===== config.mk =====
export PLATFORM = sky130hd
export DESIGN_NAME = port_endpoint
export DESIGN_NICKNAME = d
export VERILOG_FILES = /design/src/rtl/port_ep_pkg.sv /design/src/rtl/port_ep_fifo.sv /design/src/rtl/port_endpoint.sv
export SDC_FILE = /design/constraint.sdc
export NUM_CORES = 1
export LEC_CHECK = 0
export BUFFER_PORTS_ARGS = -buffer_cell sky130_fd_sc_hd__buf_2
export CORE_UTILIZATION = 25
export DETAILED_ROUTE_END_ITERATION = 10
export SLEW_MARGIN = 20
export SYNTH_ARGS = -nofsm -noshare
export SYNTH_HDL_FRONTEND = slang
export SYNTH_SLANG_ARGS = --single-unit

===== constraint.sdc =====
create_clock -name clk_i -period 2.02 [get_ports clk_i]
set_input_delay 0.202 -clock clk_i [delete_from_list [all_inputs] [get_ports clk_i]]
set_output_delay 0.202 -clock clk_i [all_outputs]
set_load 0.005 [all_outputs]

===== src/rtl/port_ep_pkg.sv =====
// Shared definitions for the switch port endpoint: TX FSM state encoding,
// switch address width and statistics counter width.
package port_ep_pkg;

  // Destination port field width on the switch side.
  localparam int unsigned ADR_W = 2;

  // Width of the optional statistics counters (PORT_EP_STATS_EN).
  localparam int unsigned STATS_W = 16;

  // TX sequencer states.
  typedef enum logic [1:0] {
    TX_IDLE = 2'd0,
    TX_SEND = 2'd1,
    TX_DROP = 2'd2
  } tx_state_e;

endpackage


===== src/rtl/port_ep_fifo.sv =====
// TX request FIFO for port_endpoint. Pointers carry one extra wrap bit so
// full and empty are told apart by comparing the MSBs. The head word is read
// combinationally; pushes when full and pops when empty are ignored.
module port_ep_fifo #(
  parameter int unsigned W     = 6,
  parameter int unsigned DEPTH = 2
) (
  input  logic             clk_i,
  input  logic             rst_i,
  input  logic             push_i,
  input  logic [W-1:0]     wdat_i,
  input  logic             pop_i,
  output logic [W-1:0]     rdat_o,
  output logic             full_o,
  output logic             empty_o,
  output logic [DEPTH:0]   count_o
);

  localparam int unsigned N = 2 ** DEPTH;

  logic [W-1:0]   mem_q [N];
  logic [DEPTH:0] wr_q;
  logic [DEPTH:0] rd_q;
  logic           do_push;
  logic           do_pop;

  assign full_o  = (wr_q[DEPTH] != rd_q[DEPTH]) &&
                   (wr_q[DEPTH-1:0] == rd_q[DEPTH-1:0]);
  assign empty_o = (wr_q == rd_q);
  assign count_o = wr_q - rd_q;
  assign rdat_o  = mem_q[rd_q[DEPTH-1:0]];

  assign do_push = push_i && !full_o;
  assign do_pop  = pop_i && !empty_o;

  // Pointer update; both may advance on the same edge.
  always_ff @(posedge clk_i or posedge rst_i) begin
    if (rst_i) begin
      wr_q <= '0;
      rd_q <= '0;
    end else begin
      if (do_push) wr_q <= wr_q + 1'b1;
      if (do_pop)  rd_q <= rd_q + 1'b1;
    end
  end

  // Storage array; contents are don't-care until written.
  always_ff @(posedge clk_i) begin
    if (do_push) mem_q[wr_q[DEPTH-1:0]] <= wdat_i;
  end

endmodule


===== src/rtl/port_endpoint.sv =====
// Switch port endpoint: queues local TX requests in a FIFO and presents them
// to the switch with a valid/ack handshake, dropping a word that waits longer
// than TIMEOUT cycles. Incoming switch words land in a one-entry holding
// register with a local valid/ready handshake.
// Optional: define PORT_EP_STATS_EN to add transfer/capture/drop counters.
module port_endpoint
  import port_ep_pkg::*;
#(
  parameter int unsigned DW      = 4,
  parameter int unsigned DEPTH   = 2,
  parameter int unsigned TIMEOUT = 15
) (
  input  logic             clk_i,
  input  logic             rst_i,
  // local TX request
  input  logic             usr_valid_i,
  input  logic [DW-1:0]    usr_dat_i,
  input  logic [ADR_W-1:0] usr_adr_i,
  output logic             usr_ready_o,
  // switch port, TX direction
  output logic             validtx,
  output logic [DW-1:0]    dat_i,
  output logic [ADR_W-1:0] adr_i,
  input  logic             acktx,
  // switch port, RX direction
  input  logic             validrx,
  input  logic [DW-1:0]    dat_o,
  output logic             ackrx,
  // local RX handshake
  output logic             rx_valid_o,
  output logic [DW-1:0]    rx_dat_o,
  input  logic             rx_ready_i,
  output logic             tx_err_o
`ifdef PORT_EP_STATS_EN
  ,
  output logic [STATS_W-1:0] tx_cnt_o,
  output logic [STATS_W-1:0] rx_cnt_o,
  output logic [STATS_W-1:0] err_cnt_o
`endif
);

  localparam int unsigned FW = DW + ADR_W;
  localparam int unsigned WW = (TIMEOUT < 1) ? 1 : $clog2(TIMEOUT + 1);

  tx_state_e      state_q;
  logic [WW-1:0]  wait_q;
  logic           tx_err_q;
  logic           rx_valid_q;
  logic           rx_valid_d;
  logic [DW-1:0]  rx_dat_q;
  logic [DW-1:0]  rx_dat_d;

  logic           push;
  logic           pop;
  logic           xfer;
  logic           drop;
  logic           capture;
  logic           more_after_xfer;
  logic           fifo_full;
  logic           fifo_empty;
  logic [FW-1:0]  fifo_head;
  logic [DEPTH:0] fifo_count;

  port_ep_fifo #(
    .W     (FW),
    .DEPTH (DEPTH)
  ) u_fifo (
    .clk_i   (clk_i),
    .rst_i   (rst_i),
    .push_i  (push),
    .wdat_i  ({usr_adr_i, usr_dat_i}),
    .pop_i   (pop),
    .rdat_o  (fifo_head),
    .full_o  (fifo_full),
    .empty_o (fifo_empty),
    .count_o (fifo_count)
  );

  assign usr_ready_o = !fifo_full;
  assign push        = usr_valid_i && !fifo_full;

  // validtx comes straight from the state register, so a reset clears it
  // asynchronously; address/data are forced to zero outside SEND.
  assign validtx        = (state_q == TX_SEND);
  assign {adr_i, dat_i} = validtx ? fifo_head : '0;
  assign xfer           = validtx && acktx;
  assign drop           = (state_q == TX_DROP);
  assign pop            = xfer || drop;
  assign tx_err_o       = tx_err_q;

  // A word pushed on the transfer edge keeps the sequencer in SEND even when
  // the popped word was the last one queued.
  assign more_after_xfer = (fifo_count > (DEPTH + 1)'(1)) || push;

  // TX sequencer: wait counter, timeout drop and error pulse.
  always_ff @(posedge clk_i or posedge rst_i) begin
    if (rst_i) begin
      state_q  <= TX_IDLE;
      wait_q   <= '0;
      tx_err_q <= 1'b0;
    end else begin
      tx_err_q <= 1'b0;
      unique case (state_q)
        TX_IDLE: begin
          if (!fifo_empty) begin
            state_q <= TX_SEND;
            wait_q  <= '0;
          end
        end
        TX_SEND: begin
          if (acktx) begin
            wait_q <= '0;
            if (!more_after_xfer) state_q <= TX_IDLE;
          end else if (wait_q == WW'(TIMEOUT)) begin
            state_q  <= TX_DROP;
            tx_err_q <= 1'b1;
          end else begin
            wait_q <= wait_q + 1'b1;
          end
        end
        TX_DROP: begin
          state_q <= TX_IDLE;
          wait_q  <= '0;
        end
        default: begin
          state_q <= TX_IDLE;
          wait_q  <= '0;
        end
      endcase
    end
  end

  // RX holding register: accept only while empty, so capture and release
  // never coincide.
  assign ackrx   = !rx_valid_q;
  assign capture = validrx && !rx_valid_q;

  // Next-state of the RX holding register.
  always_comb begin
    rx_valid_d = rx_valid_q;
    rx_dat_d   = rx_dat_q;
    if (capture) begin
      rx_valid_d = 1'b1;
      rx_dat_d   = dat_o;
    end else if (rx_valid_q && rx_ready_i) begin
      rx_valid_d = 1'b0;
    end
  end

  // RX holding register state.
  always_ff @(posedge clk_i or posedge rst_i) begin
    if (rst_i) begin
      rx_valid_q <= 1'b0;
      rx_dat_q   <= '0;
    end else begin
      rx_valid_q <= rx_valid_d;
      rx_dat_q   <= rx_dat_d;
    end
  end

  assign rx_valid_o = rx_valid_q;
  assign rx_dat_o   = rx_dat_q;

`ifdef PORT_EP_STATS_EN
  logic [STATS_W-1:0] tx_cnt_q;
  logic [STATS_W-1:0] rx_cnt_q;
  logic [STATS_W-1:0] err_cnt_q;

  // Event counters; they wrap naturally at 2**STATS_W.
  always_ff @(posedge clk_i or posedge rst_i) begin
    if (rst_i) begin
      tx_cnt_q  <= '0;
      rx_cnt_q  <= '0;
      err_cnt_q <= '0;
    end else begin
      if (xfer)    tx_cnt_q  <= tx_cnt_q + 1'b1;
      if (capture) rx_cnt_q  <= rx_cnt_q + 1'b1;
      if (drop)    err_cnt_q <= err_cnt_q + 1'b1;
    end
  end

  assign tx_cnt_o  = tx_cnt_q;
  assign rx_cnt_o  = rx_cnt_q;
  assign err_cnt_o = err_cnt_q;
`endif

endmodule


==> run_results.csv <==
group,metric,value,unit
grt,gr-total-overflow,0,
placement,dp_hpwl,2.466,mm
grt,grt_antenna_before_repair,0,
synth,ys_ff_latch,42,
synth,synth_edf_count,24,
synth,async_flop_share,0.4286,
timing,rsz0062_at_grt,"no",
floorplanning,die_h,88.79,µm
setup_path,rrSetupSlack,220,ps
synth,synth_top_family_by_area,"simple AND/OR/NAND/NOR gates",
grt,grt_max_degree,19,
synth,yosys-mux-area-fraction,0.09568,
setup_path,critPathLaunchType,"flip-flop",
setup_path,path_buf_inv,2,
detailed_routing,ant_nets,0,
power,p_leak,0.9135,nW
floorplanning,rows,31,
clock_tree,cts-htree-levels,2,
cells_and_area,n_antenna_cell,0,
synth,synth_xor_area_frac,0.02791,
grt,grt_usage,0.09033,
power,ir_worst_vdd,0.2789,mV
clock_tree,cts.sinks,42,
clock_tree,clk_latency,300,ps
synth,synth-seq-area-share,0.6219,
clock_tree,cts-root-buf,"clkbuf_8",
placement,portBuffers,30,
timing,finalClockSkew,6.055,ps
status,outcome,"complete, no violations",
setup_path,slowest_stage,"mux4_2",
setup_path,crit_required,1820,ps
detailed_routing,drt_wl_total,3.305,mm
setup_path,cp.arrival,1690,ps
timing,setup_violations,0,
synth,synth_compound_area_frac,0.06246,
clock_tree,postCtsResizedCells,0,
synth,synth_fp_nets,154,
clock_tree,holdBufCountCts,0,
clock_tree,cts_setup_buffers,0,
setup_path,critical_path_class,"reg2out",
detailed_routing,dr.first_iter.drc_count,52,
detailed_routing,via_per_inst,4.127,
setup_path,cp_top_family,"multiplexers",
setup_path,slowest_delay,520,ps
floorplanning,die_area,7884,µm²
clock_tree,clk_path_buf_depth,2,
timing,finalHoldViolCount,0,
min_path,worstHoldPathType,"in2async",
floorplanning,start_util,0.2596,
synth,synth_commonest_cells,"24 x edfxtp_1, 18 x dfrtp_1, 8 x ha_1",
synth,synth_top_area_share,0.3827,
setup_path,crit_fanout,8,
timing,fin_setup_tns,0,ps
timing,whs,0.5547,ps
power,powerDensity,1344,nW/µm²
synth,yosysUniqueCellTypes,35,
synth,yosysMostFrequentCell,"edfxtp_1",
cells_and_area,drive_above_1_share,0.3491,
timing,slew_headroom,0.5272,
timing,slew_violations,0,
floorplanning,dieWidth,88.79,µm
clock_tree,path_clk_slew,90,ps
grt,grt_pass1_wl,5.202,mm
placement,gp_congestion,0.7266,
detailed_routing,vias,1106,
detailed_routing,post_drt_wl_per_cell,12.33,µm
synth,syn_area,1883,µm²
synth,synth_area_per_cell,14.60,µm²
timing,max_freq,0.5294,GHz
clock_tree,cts_made_buffers,5,
job,maxCapViolCount,0,
cells_and_area,nets,193,
synth,syn_inst,129,
grt,grt_pass1_vias,1009,
detailed_routing,drc,0,
synth,yosysTopAreaCell,"edfxtp_1",
synth,synth-simple-area-share,0.1037,
detailed_routing,first_pass_iters,4,
timing,period_needed,1889,ps
floorplanning,ios,31,
clock_tree,cts_tree,"done",
synth,synthTopCellsByArea,"edfxtp_1 38%, dfrtp_1 24%, mux4_2 7.2%, ha_1 5.3%, mux2_2 2.4%",
synth,ys_dominant_reg_cell,"edfxtp_1",
synth,yosys_warnings,0,
timing,fin_crit_sh,0.9351,
setup_path,path_cells,"buf_4 -> mux4_2 -> nor2b_1 -> buf_2",
setup_path,end_kind,"output port",
synth,synthAdderAreaFrac,0.06379,
cells_and_area,area_growth,20.47,%
timing,tightest_slew,708.4,ps
power,p_total,3.049,mW
floorplanning,core_region_area,7253,µm²
[cells in the final DEF, fill, tap and decap left out]
cell / Yosys / routed
clkinv_4: 0 / 1
clkinvlp_4: 0 / 1
nor3_1: 2 / 2
dfrtp_1: 18 / 18
buf_4: 0 / 5
and2_4: 1 / 1
inv_6: 0 / 1
inv_1: 7 / 7
a41oi_1: 1 / 1
ha_1: 8 / 8
a21oi_2: 2 / 2
nand3b_1: 1 / 1
a21o_1: 1 / 1
o21bai_1: 1 / 1
o21ai_0: 6 / 6
o211ai_2: 1 / 1
nand2b_1: 3 / 3
edfxtp_1: 24 / 24
mux2_2: 4 / 4
a21oi_1: 2 / 2
fa_1: 1 / 1
xnor2_1: 3 / 3
nand3_1: 5 / 5
o21a_1: 1 / 1
a311oi_1: 1 / 1
nor4_1: 1 / 1
buf_2: 1 / 30
a211oi_1: 1 / 1
and2_1: 3 / 3
clkbuf_8: 0 / 5
nor2b_1: 6 / 6
nor2_1: 3 / 3
nand2_1: 7 / 7
mux4_2: 6 / 6
xor2_1: 3 / 3
and2b_1: 1 / 1
or4_4: 1 / 1
nor2_2: 1 / 1
[registers in the layout, indices dropped and copies added, names as in the netlist]
register      flops
u_fifo.wr_q       3
tx_err_o          1
rx_valid_o        1
u_fifo.rd_q       3
rx_dat_o          4
u_fifo.mem_q     24
wait_q            4
state_q           2
[per-layer routing]
| metal | routed length (µm) | track usage | vias up |
|---|---|---|---|
| li1 | - | - | 546 |
| met1 | 1550 | 0.1148 | 540 |
| met2 | 1616 | 0.1441 | 15 |
| met3 | 86 | 0.02519 | 5 |
| met4 | 52 | 0.03959 | 0 |
| met5 | 0 | 0 | - |
[final timing paths]
check / start / to / depth (start not counted)
setup / recovery: u_fifo.rd_q[0] / dat_i[1] / 4
min in group clk_i: rx_ready_i / rx_valid_o / 2
hold reg to reg: rx_dat_o[3] / rx_dat_o[3] / 1
max in group asynchronous: rst_i / u_fifo.wr_q[1] / 2
hold / removal: rst_i / rx_dat_o[1] / 2
setup reg to reg: u_fifo.wr_q[0] / u_fifo.mem_q[2][4] / 5
[kinds of logic after synthesis]
| family | Yosys count |
|---|---|
| AO/OA/AOI/OAI | 17 |
| XOR/XNOR | 6 |
| adder cells (fa/ha/maj) | 9 |
| buffers and inverters | 10 |
| flip-flops | 42 |
| multiplexers | 10 |
| AND/OR/NAND/NOR | 35 |
[power by group]
group          internal (mW)  switching, mW  total [mW]
logic                  0.591          0.618        1.21
clock network          0.250          0.321       0.571
registers               1.14          0.126        1.27
total                   1.98           1.07        3.05
[through the flow]
| step | instances | util | area, µm² | setup slack [ps] |
|---|---|---|---|---|
| 2_1_floorplan | 129 | - | 1883 | 76.51 |
| 3_3_place_gp | 260 | 0.2998 | 2175 | 240.4 |
| 3_5_place_dp | 260 | 0.2998 | 2175 | 203.4 |
| 4_1_cts | 268 | 0.3127 | 2268 | 87.90 |
| 5_1_grt | 268 | 0.3127 | 2268 | 43.19 |
| 6_report | 268 | 0.3127 | 2268 | 131.0 |
[worst register-to-register path: stages, from the launching register on]
cell and delay [ps]:
dfrtp_1 410, inv_1 140, ha_1 260, nand2_1 90, o21a_1 220, and2_1 360
[final cells by class]
cell class	instances	area, µm²
clock buffer	5	68.82
fill	750	4985
timing repair buffer	35	187.7
sequential	42	1171
multi-input combinational	77	665.6
inverter	7	26.28
clock inverter	3	25.02
tap	99	123.9
Power figures use the tool's default switching activity.
